--- config.mk ---
export PLATFORM = sky130hd
export DESIGN_NAME = servant_muxn_flat
export DESIGN_NICKNAME = d
export VERILOG_FILES = /design/src/rtl/servant_muxn_if.sv /design/src/rtl/servant_muxn.sv /design/src/flat_wrapper.sv
export SDC_FILE = /design/constraint.sdc
export NUM_CORES = 1
export LEC_CHECK = 0
export CAP_MARGIN = 25
export CORE_AREA = 2 2 134 136
export CTS_BUF_LIST = sky130_fd_sc_hd__clkbuf_4 sky130_fd_sc_hd__clkbuf_8
export CTS_CLUSTER_DIAMETER = 200
export DETAILED_ROUTE_END_ITERATION = 10
export DIE_AREA = 0 0 136 138
export GPL_ROUTABILITY_DRIVEN = 0
export GPL_TIMING_DRIVEN = 0
export PLACE_DENSITY = 0.56
export SYNTH_ARGS = -nofsm -noshare
export SYNTH_HDL_FRONTEND = slang
export SYNTH_SLANG_ARGS = --single-unit
--- constraint.sdc ---
create_clock -name i_clk -period 1.61 [get_ports i_clk]
set_input_delay 0.322 -clock i_clk [delete_from_list [all_inputs] [get_ports i_clk]]
set_output_delay 0.322 -clock i_clk [all_outputs]
set_load 0.02 [all_outputs]
--- src/rtl/servant_muxn_if.sv ---
// Wishbone bundle between the SERV data bus, servant_muxn and its NUM_SLAVES peripherals,
// including the bus-error logging signals.
interface servant_muxn_if #(
    parameter int NUM_SLAVES = 4
);
    logic [31:0]            i_wb_cpu_adr;
    logic [31:0]            i_wb_cpu_dat;
    logic [3:0]             i_wb_cpu_sel;
    logic                   i_wb_cpu_we;
    logic                   i_wb_cpu_cyc;
    logic [31:0]            o_wb_cpu_rdt;
    logic                   o_wb_cpu_ack;
    logic [31:0]            o_wb_s_adr;
    logic [31:0]            o_wb_s_dat;
    logic [3:0]             o_wb_s_sel;
    logic                   o_wb_s_we;
    logic [NUM_SLAVES-1:0]  o_wb_s_cyc;
    logic [32*NUM_SLAVES-1:0] i_wb_s_rdt;
    logic [NUM_SLAVES-1:0]  i_wb_s_ack;
    logic                   o_err;
    logic [31:0]            o_err_adr;
    logic                   i_err_clr;

    modport slave (
        input  i_wb_cpu_adr, i_wb_cpu_dat, i_wb_cpu_sel, i_wb_cpu_we, i_wb_cpu_cyc,
        output o_wb_cpu_rdt, o_wb_cpu_ack,
        output o_wb_s_adr, o_wb_s_dat, o_wb_s_sel, o_wb_s_we, o_wb_s_cyc,
        input  i_wb_s_rdt, i_wb_s_ack,
        output o_err, o_err_adr,
        input  i_err_clr
    );

    modport master (
        output i_wb_cpu_adr, i_wb_cpu_dat, i_wb_cpu_sel, i_wb_cpu_we, i_wb_cpu_cyc,
        input  o_wb_cpu_rdt, o_wb_cpu_ack,
        input  o_wb_s_adr, o_wb_s_dat, o_wb_s_sel, o_wb_s_we, o_wb_s_cyc,
        output i_wb_s_rdt, i_wb_s_ack,
        input  o_err, o_err_adr,
        output i_err_clr
    );
endinterface

--- src/rtl/servant_muxn.sv ---
// Address-decoding Wishbone interconnect: SERV data bus to NUM_SLAVES peripherals with bus-error logging.
// Define SERVANT_MUXN_TIMEOUT_EN to terminate stalled slave cycles after TIMEOUT busy cycles.
module servant_muxn #(
    parameter int NUM_SLAVES = 4,
    parameter int SEL_BITS   = 2,
    parameter int TIMEOUT    = 255
) (
    input logic         i_clk,
    input logic         i_rst,
    servant_muxn_if.slave bus
);
    typedef enum logic [1:0] {IDLE, BUSY, ACK} state_t;

    state_t                state, state_n;
    logic [SEL_BITS-1:0]   idx, idx_n;
    logic [SEL_BITS-1:0]   cpu_idx;
    logic                  mapped;
    logic [31:0]           rdt, rdt_n;
    logic                  ack;
    logic                  err;
    logic                  err_set;
    logic [31:0]           err_adr;
    logic                  sel_ack;
    logic [31:0]           sel_rdt;
    logic [NUM_SLAVES-1:0] s_cyc;
    logic                  timeout;

    assign bus.o_wb_s_adr   = bus.i_wb_cpu_adr;
    assign bus.o_wb_s_dat   = bus.i_wb_cpu_dat;
    assign bus.o_wb_s_sel   = bus.i_wb_cpu_sel;
    assign bus.o_wb_s_we    = bus.i_wb_cpu_we;
    assign bus.o_wb_s_cyc   = s_cyc;
    assign bus.o_wb_cpu_rdt = rdt;
    assign bus.o_wb_cpu_ack = ack;
    assign bus.o_err        = err;
    assign bus.o_err_adr    = err_adr;

    assign cpu_idx = bus.i_wb_cpu_adr[31 -: SEL_BITS];
    assign mapped  = {1'b0, cpu_idx} < (SEL_BITS+1)'(NUM_SLAVES);

    // Slave cyc is gated by the live CPU cyc so an abort drops it in the same cycle.
    always_comb begin
        sel_ack = 1'b0;
        sel_rdt = '0;
        s_cyc   = '0;
        for (int unsigned k = 0; k < NUM_SLAVES; k++) begin
            if (idx == k[SEL_BITS-1:0]) begin
                sel_ack  = bus.i_wb_s_ack[k];
                sel_rdt  = bus.i_wb_s_rdt[32*k +: 32];
                s_cyc[k] = (state == BUSY) && bus.i_wb_cpu_cyc;
            end
        end
    end

`ifdef SERVANT_MUXN_TIMEOUT_EN
    logic [15:0] cnt;

    assign timeout = (cnt == 16'(TIMEOUT - 1));

    // BUSY is only entered from IDLE, so clearing while idle is a clear on entry.
    always_ff @(posedge i_clk) begin
        if (i_rst) begin
            cnt <= '0;
        end else if (state == IDLE) begin
            cnt <= '0;
        end else if (state == BUSY && !sel_ack) begin
            cnt <= cnt + 16'd1;
        end
    end
`else
    assign timeout = 1'b0;
`endif

    always_comb begin
        state_n = state;
        idx_n   = idx;
        rdt_n   = rdt;
        err_set = 1'b0;
        case (state)
            IDLE: begin
                if (bus.i_wb_cpu_cyc) begin
                    idx_n = cpu_idx;
                    if (mapped) begin
                        state_n = BUSY;
                    end else begin
                        state_n = ACK;
                        rdt_n   = '0;
                        err_set = 1'b1;
                    end
                end
            end
            BUSY: begin
                if (!bus.i_wb_cpu_cyc) begin
                    state_n = IDLE;
                end else if (sel_ack) begin
                    state_n = ACK;
                    rdt_n   = sel_rdt;
                end else if (timeout) begin
                    state_n = ACK;
                    rdt_n   = 32'hDEADBEEF;
                    err_set = 1'b1;
                end
            end
            ACK:     state_n = IDLE;
            default: state_n = IDLE;
        endcase
    end

    always_ff @(posedge i_clk) begin
        if (i_rst) begin
            state   <= IDLE;
            idx     <= '0;
            rdt     <= '0;
            ack     <= 1'b0;
            err     <= 1'b0;
            err_adr <= '0;
        end else begin
            state <= state_n;
            idx   <= idx_n;
            rdt   <= rdt_n;
            ack   <= (state_n == ACK);
            if (bus.i_err_clr) begin
                err     <= 1'b0;
                err_adr <= '0;
            end else if (err_set) begin
                err <= 1'b1;
                if (!err) begin
                    err_adr <= bus.i_wb_cpu_adr;
                end
            end
        end
    end
endmodule

--- src/flat_wrapper.sv ---
// flat-port wrapper written by rule: the top's interface ports become plain ports
module servant_muxn_flat 
#(
    parameter int NUM_SLAVES = 4,
    parameter int SEL_BITS   = 2,
    parameter int TIMEOUT    = 255
)
  (i_clk, i_rst, bus_i_wb_cpu_adr, bus_i_wb_cpu_dat, bus_i_wb_cpu_sel, bus_i_wb_cpu_we, bus_i_wb_cpu_cyc, bus_o_wb_cpu_rdt, bus_o_wb_cpu_ack, bus_o_wb_s_adr, bus_o_wb_s_dat, bus_o_wb_s_sel, bus_o_wb_s_we, bus_o_wb_s_cyc, bus_i_wb_s_rdt, bus_i_wb_s_ack, bus_o_err, bus_o_err_adr, bus_i_err_clr);
  servant_muxn_if #(.NUM_SLAVES(NUM_SLAVES)) bus_i ();
  input logic i_clk;
  input logic i_rst;
  input wire logic [$bits(bus_i.i_wb_cpu_adr)-1:0] bus_i_wb_cpu_adr;
  input wire logic [$bits(bus_i.i_wb_cpu_dat)-1:0] bus_i_wb_cpu_dat;
  input wire logic [$bits(bus_i.i_wb_cpu_sel)-1:0] bus_i_wb_cpu_sel;
  input wire logic [$bits(bus_i.i_wb_cpu_we)-1:0] bus_i_wb_cpu_we;
  input wire logic [$bits(bus_i.i_wb_cpu_cyc)-1:0] bus_i_wb_cpu_cyc;
  output wire logic [$bits(bus_i.o_wb_cpu_rdt)-1:0] bus_o_wb_cpu_rdt;
  output wire logic [$bits(bus_i.o_wb_cpu_ack)-1:0] bus_o_wb_cpu_ack;
  output wire logic [$bits(bus_i.o_wb_s_adr)-1:0] bus_o_wb_s_adr;
  output wire logic [$bits(bus_i.o_wb_s_dat)-1:0] bus_o_wb_s_dat;
  output wire logic [$bits(bus_i.o_wb_s_sel)-1:0] bus_o_wb_s_sel;
  output wire logic [$bits(bus_i.o_wb_s_we)-1:0] bus_o_wb_s_we;
  output wire logic [$bits(bus_i.o_wb_s_cyc)-1:0] bus_o_wb_s_cyc;
  input wire logic [$bits(bus_i.i_wb_s_rdt)-1:0] bus_i_wb_s_rdt;
  input wire logic [$bits(bus_i.i_wb_s_ack)-1:0] bus_i_wb_s_ack;
  output wire logic [$bits(bus_i.o_err)-1:0] bus_o_err;
  output wire logic [$bits(bus_i.o_err_adr)-1:0] bus_o_err_adr;
  input wire logic [$bits(bus_i.i_err_clr)-1:0] bus_i_err_clr;
  assign bus_i.i_wb_cpu_adr = bus_i_wb_cpu_adr;
  assign bus_i.i_wb_cpu_dat = bus_i_wb_cpu_dat;
  assign bus_i.i_wb_cpu_sel = bus_i_wb_cpu_sel;
  assign bus_i.i_wb_cpu_we = bus_i_wb_cpu_we;
  assign bus_i.i_wb_cpu_cyc = bus_i_wb_cpu_cyc;
  assign bus_o_wb_cpu_rdt = bus_i.o_wb_cpu_rdt;
  assign bus_o_wb_cpu_ack = bus_i.o_wb_cpu_ack;
  assign bus_o_wb_s_adr = bus_i.o_wb_s_adr;
  assign bus_o_wb_s_dat = bus_i.o_wb_s_dat;
  assign bus_o_wb_s_sel = bus_i.o_wb_s_sel;
  assign bus_o_wb_s_we = bus_i.o_wb_s_we;
  assign bus_o_wb_s_cyc = bus_i.o_wb_s_cyc;
  assign bus_i.i_wb_s_rdt = bus_i_wb_s_rdt;
  assign bus_i.i_wb_s_ack = bus_i_wb_s_ack;
  assign bus_o_err = bus_i.o_err;
  assign bus_o_err_adr = bus_i.o_err_adr;
  assign bus_i.i_err_clr = bus_i_err_clr;
  servant_muxn #(.NUM_SLAVES(NUM_SLAVES), .SEL_BITS(SEL_BITS), .TIMEOUT(TIMEOUT)) u_core (.i_clk(i_clk), .i_rst(i_rst), .bus(bus_i));
endmodule
==> results.ini <==
[status]
run_status=finished, violations left
violations=setup timing

[worst_setup_path]
r2r_end=u_core.bus.o_wb_cpu_rdt[23]$_SDFFE_PP0P_
path_max_fanout=6
criticalPathCategory=reg -> out
crit_end=bus_o_wb_s_cyc[2]
crit_arrival_ns=1.41
cp.required_ns=1.29
r2r-start=u_core.idx[0]$_SDFFE_PP0P_
endpoint_kind=output pin
crit_start=u_core.state[1]$_SDFF_PP0_
rrSetupSlack_ns=-0.10
r2r_cells=6
cpMostUsedCell=buf_6
slowest_delay_ns=0.33
worstPathCellList=and3b_2 > buf_6 > clkbuf_16 > nand2_4 > nor2_4 > buf_6
start_kind=flip-flop
slowest_stage=dfxtp_2

[sta]
setup_violations=31
max-slew-margin-rel=0.497
fmax_mhz=577
clock_skew_ns=0.00901
timing.hold.ws_ns=0.425
rsz0062_at_grt=yes
worst_slew_pin_slew_ns=0.755
min_period_ns=1.73
hold_viol_final=0
min_period_over_period=1.08
layout_setup_ws_ns=-0.123
slew_violations=0

[grt]
grt_max_degree=13
track_usage=0.133
first_global_vias=3398
overflow=0
grt_antenna_before_repair=0
grt_pass1_wl_um=19200

[power_and_ir_drop]
p_int_mw=2.62
vdd_drop_max_mv=0.431
seq_power_share=0.257
pwr-share-comb=0.474
p_leak_nw=3.05
switching_share=0.295
p_switching_mw=1.10
clockPowerShare=0.270
power_density_nw_per_um2=528

[drt]
drt-initial-drc-count=79
drt_wl_total_um=13200
ant_nets=0
routed-via-count=3379
via_per_inst=3.97
dr.pass1.iters=4
drc_errors=0
post_drt_wl_per_cell_um=15.5

[die]
die_height_um=138
die_w_um=136
rows=49
core_area_um2=17500
io_pins=344
die_area_um2=18800
start_util=0.178

[final_layout]
final_cell_mix=203 x clkdlybuf4s50_1, 119 x buf_4, 33 x mux4_2, 33 x conb_1, 33 x dfxtp_1
final_common_cell=clkdlybuf4s50_1
insertedDiodeCount=0
drive_gt1_frac=0.447
fin_cells=851
n_fill_cell=1772
nNetsFinal=826
area_growth_pct=125
final_area_um2=7040

[logic_synthesis]
synth_compound_area_frac=0.158
synth_mux_area_frac=0.244
syn_avg_cell_area_um2=10.0
ys_seq_area_frac=0.237
synth_xor_area_frac=0
ys.warnings.count=0
synth_top_family_by_area=buffers and inverters
synth.distinct_cells=20
syn_area_um2=3130
synthCells=312
synth-adder-area-share=0
synth-simple-area-share=0.0720
ys_ff_latch=37

[cts]
path_clk_slew_ns=0.09
h-tree-depth=2
clkLatencyLatePin_ns=0.31
clockRootBuffer=clkbuf_8
clock_sinks=37
cts_tree=built
cts_made_buffers=5
cts_buffer_depth=2

[job]
maxCapViolCount=0

[worst_hold_path]
hp-class=in -> reg

[placement]
dp_hpwl_um=10200
placement.io_buffers=241
dp.cells=814
place_area_um2=5950

==> metal layers <==
| layer | global-route usage | part of all wire |
|---|---|---|
| met1 | 0.156 | 0.37 |
| met2 | 0.244 | 0.53 |
| met3 | 0.0319 | 0.086 |
| met4 | 0.0274 | 0.0078 |
| met5 | 0 | 0 |
==> per-stage QoR <==
stage	TNS, ns	setup WS (ns)	power (mW)	utilization
3_5_place_dp	-28.77	-1.32	2.40	0.340
5_1_grt	-3.07	-0.190	3.90	0.402
2_1_floorplan	-0.0194	-0.0194	1.73	-
4_1_cts	-2.87	-0.183	3.71	0.383
3_3_place_gp	-28.06	-1.32	2.39	0.340
6_report	-1.56	-0.123	3.72	0.402
==> registers in the layout, summed over array words and instances (netlist names) <==
signal and flops:
u_core.bus.o_wb_cpu_rdt 32, u_core.idx 2, u_core.state 2, u_core.bus.o_wb_cpu_ack 1
==> power groups by stage <==
stage          Combinational (mW)  Sequential, mW  Clock (mW)
6_report                     1.76           0.956        1.00
5_1_grt                      1.87           0.960        1.07
4_1_cts                      1.70           0.958        1.05
3_5_place_dp                 1.42           0.978           0
3_3_place_gp                 1.41           0.976           0
2_1_floorplan               0.728            1.00           0
==> final cells by class <==
class	instances	area, µm²	share of cell area
clock inverter	3	65.1	0.00924
tap	229	287	0.0407
sequential	37	748	0.106
clock buffer	5	68.8	0.00977
inverter	1	3.75	0.000533
timing repair buffer	273	2820	0.400
multi-input combinational	177	1990	0.282
buffer	126	1070	0.152
==> cells in the mapped netlist, drive strengths merged <==
cell / count / area, µm²
a21oi: 32 / 160
buf: 116 / 846
a21bo: 32 / 320
conb: 1 / 3.75
dfxtp: 37 / 741
and3b: 2 / 17.5
nor2: 5 / 18.8
clkbuf: 13 / 48.8
nand3: 32 / 160
nand2: 2 / 7.51
mux4: 33 / 743
nor3b: 2 / 15.0
mux2i: 2 / 20.0
and3: 1 / 6.26
a2111oi: 1 / 15.0
inv: 1 / 3.75
==> worst min-delay path by stage <==
stage | from | to | slack (ns) | cells after the start
2_1_floorplan | u_core.state[1]$_SDFF_PP0_ | u_core.state[0]$_SDFF_PP0_ | 0.43 | 1
3_3_place_gp | u_core.state[1]$_SDFF_PP0_ | u_core.state[0]$_SDFF_PP0_ | 0.44 | 1
3_5_place_dp | u_core.state[1]$_SDFF_PP0_ | u_core.state[0]$_SDFF_PP0_ | 0.46 | 1
4_1_cts | bus_i_wb_cpu_cyc | u_core.state[0]$_SDFF_PP0_ | 0.40 | 3
5_1_grt | bus_i_wb_cpu_cyc | u_core.state[0]$_SDFF_PP0_ | 0.43 | 3
6_report | bus_i_wb_cpu_cyc | u_core.state[0]$_SDFF_PP0_ | 0.43 | 3
==> worst max-delay path, delay by kind of cell, from the launching register on <==
family | cells | cell delay (ns)
flip-flops | 1 | 0.33
AND/OR/NAND/NOR | 3 | 0.41
buffers and inverters | 3 | 0.36
==> cell families (layout without fill, tap and decap cells) <==
| family | Yosys count | in the layout |
|---|---|---|
| AO/OA/AOI/OAI | 65 | 65 |
| buffers and inverters | 130 | 408 |
| flip-flops | 37 | 37 |
| multiplexers | 35 | 35 |
| other | 1 | 33 |
| AND/OR/NAND/NOR | 44 | 44 |
==> timing repair <==
item	4_1_cts	5_1_grt
setup endpoints to repair	60	49
buffers inserted	15	10
pin swaps	63	23
hold buffers	0	0
resized for setup	142	66
gates cloned	6	2
endpoints found under the hold margin	0	0
Note: power is estimated with default switching activity, not from simulation.
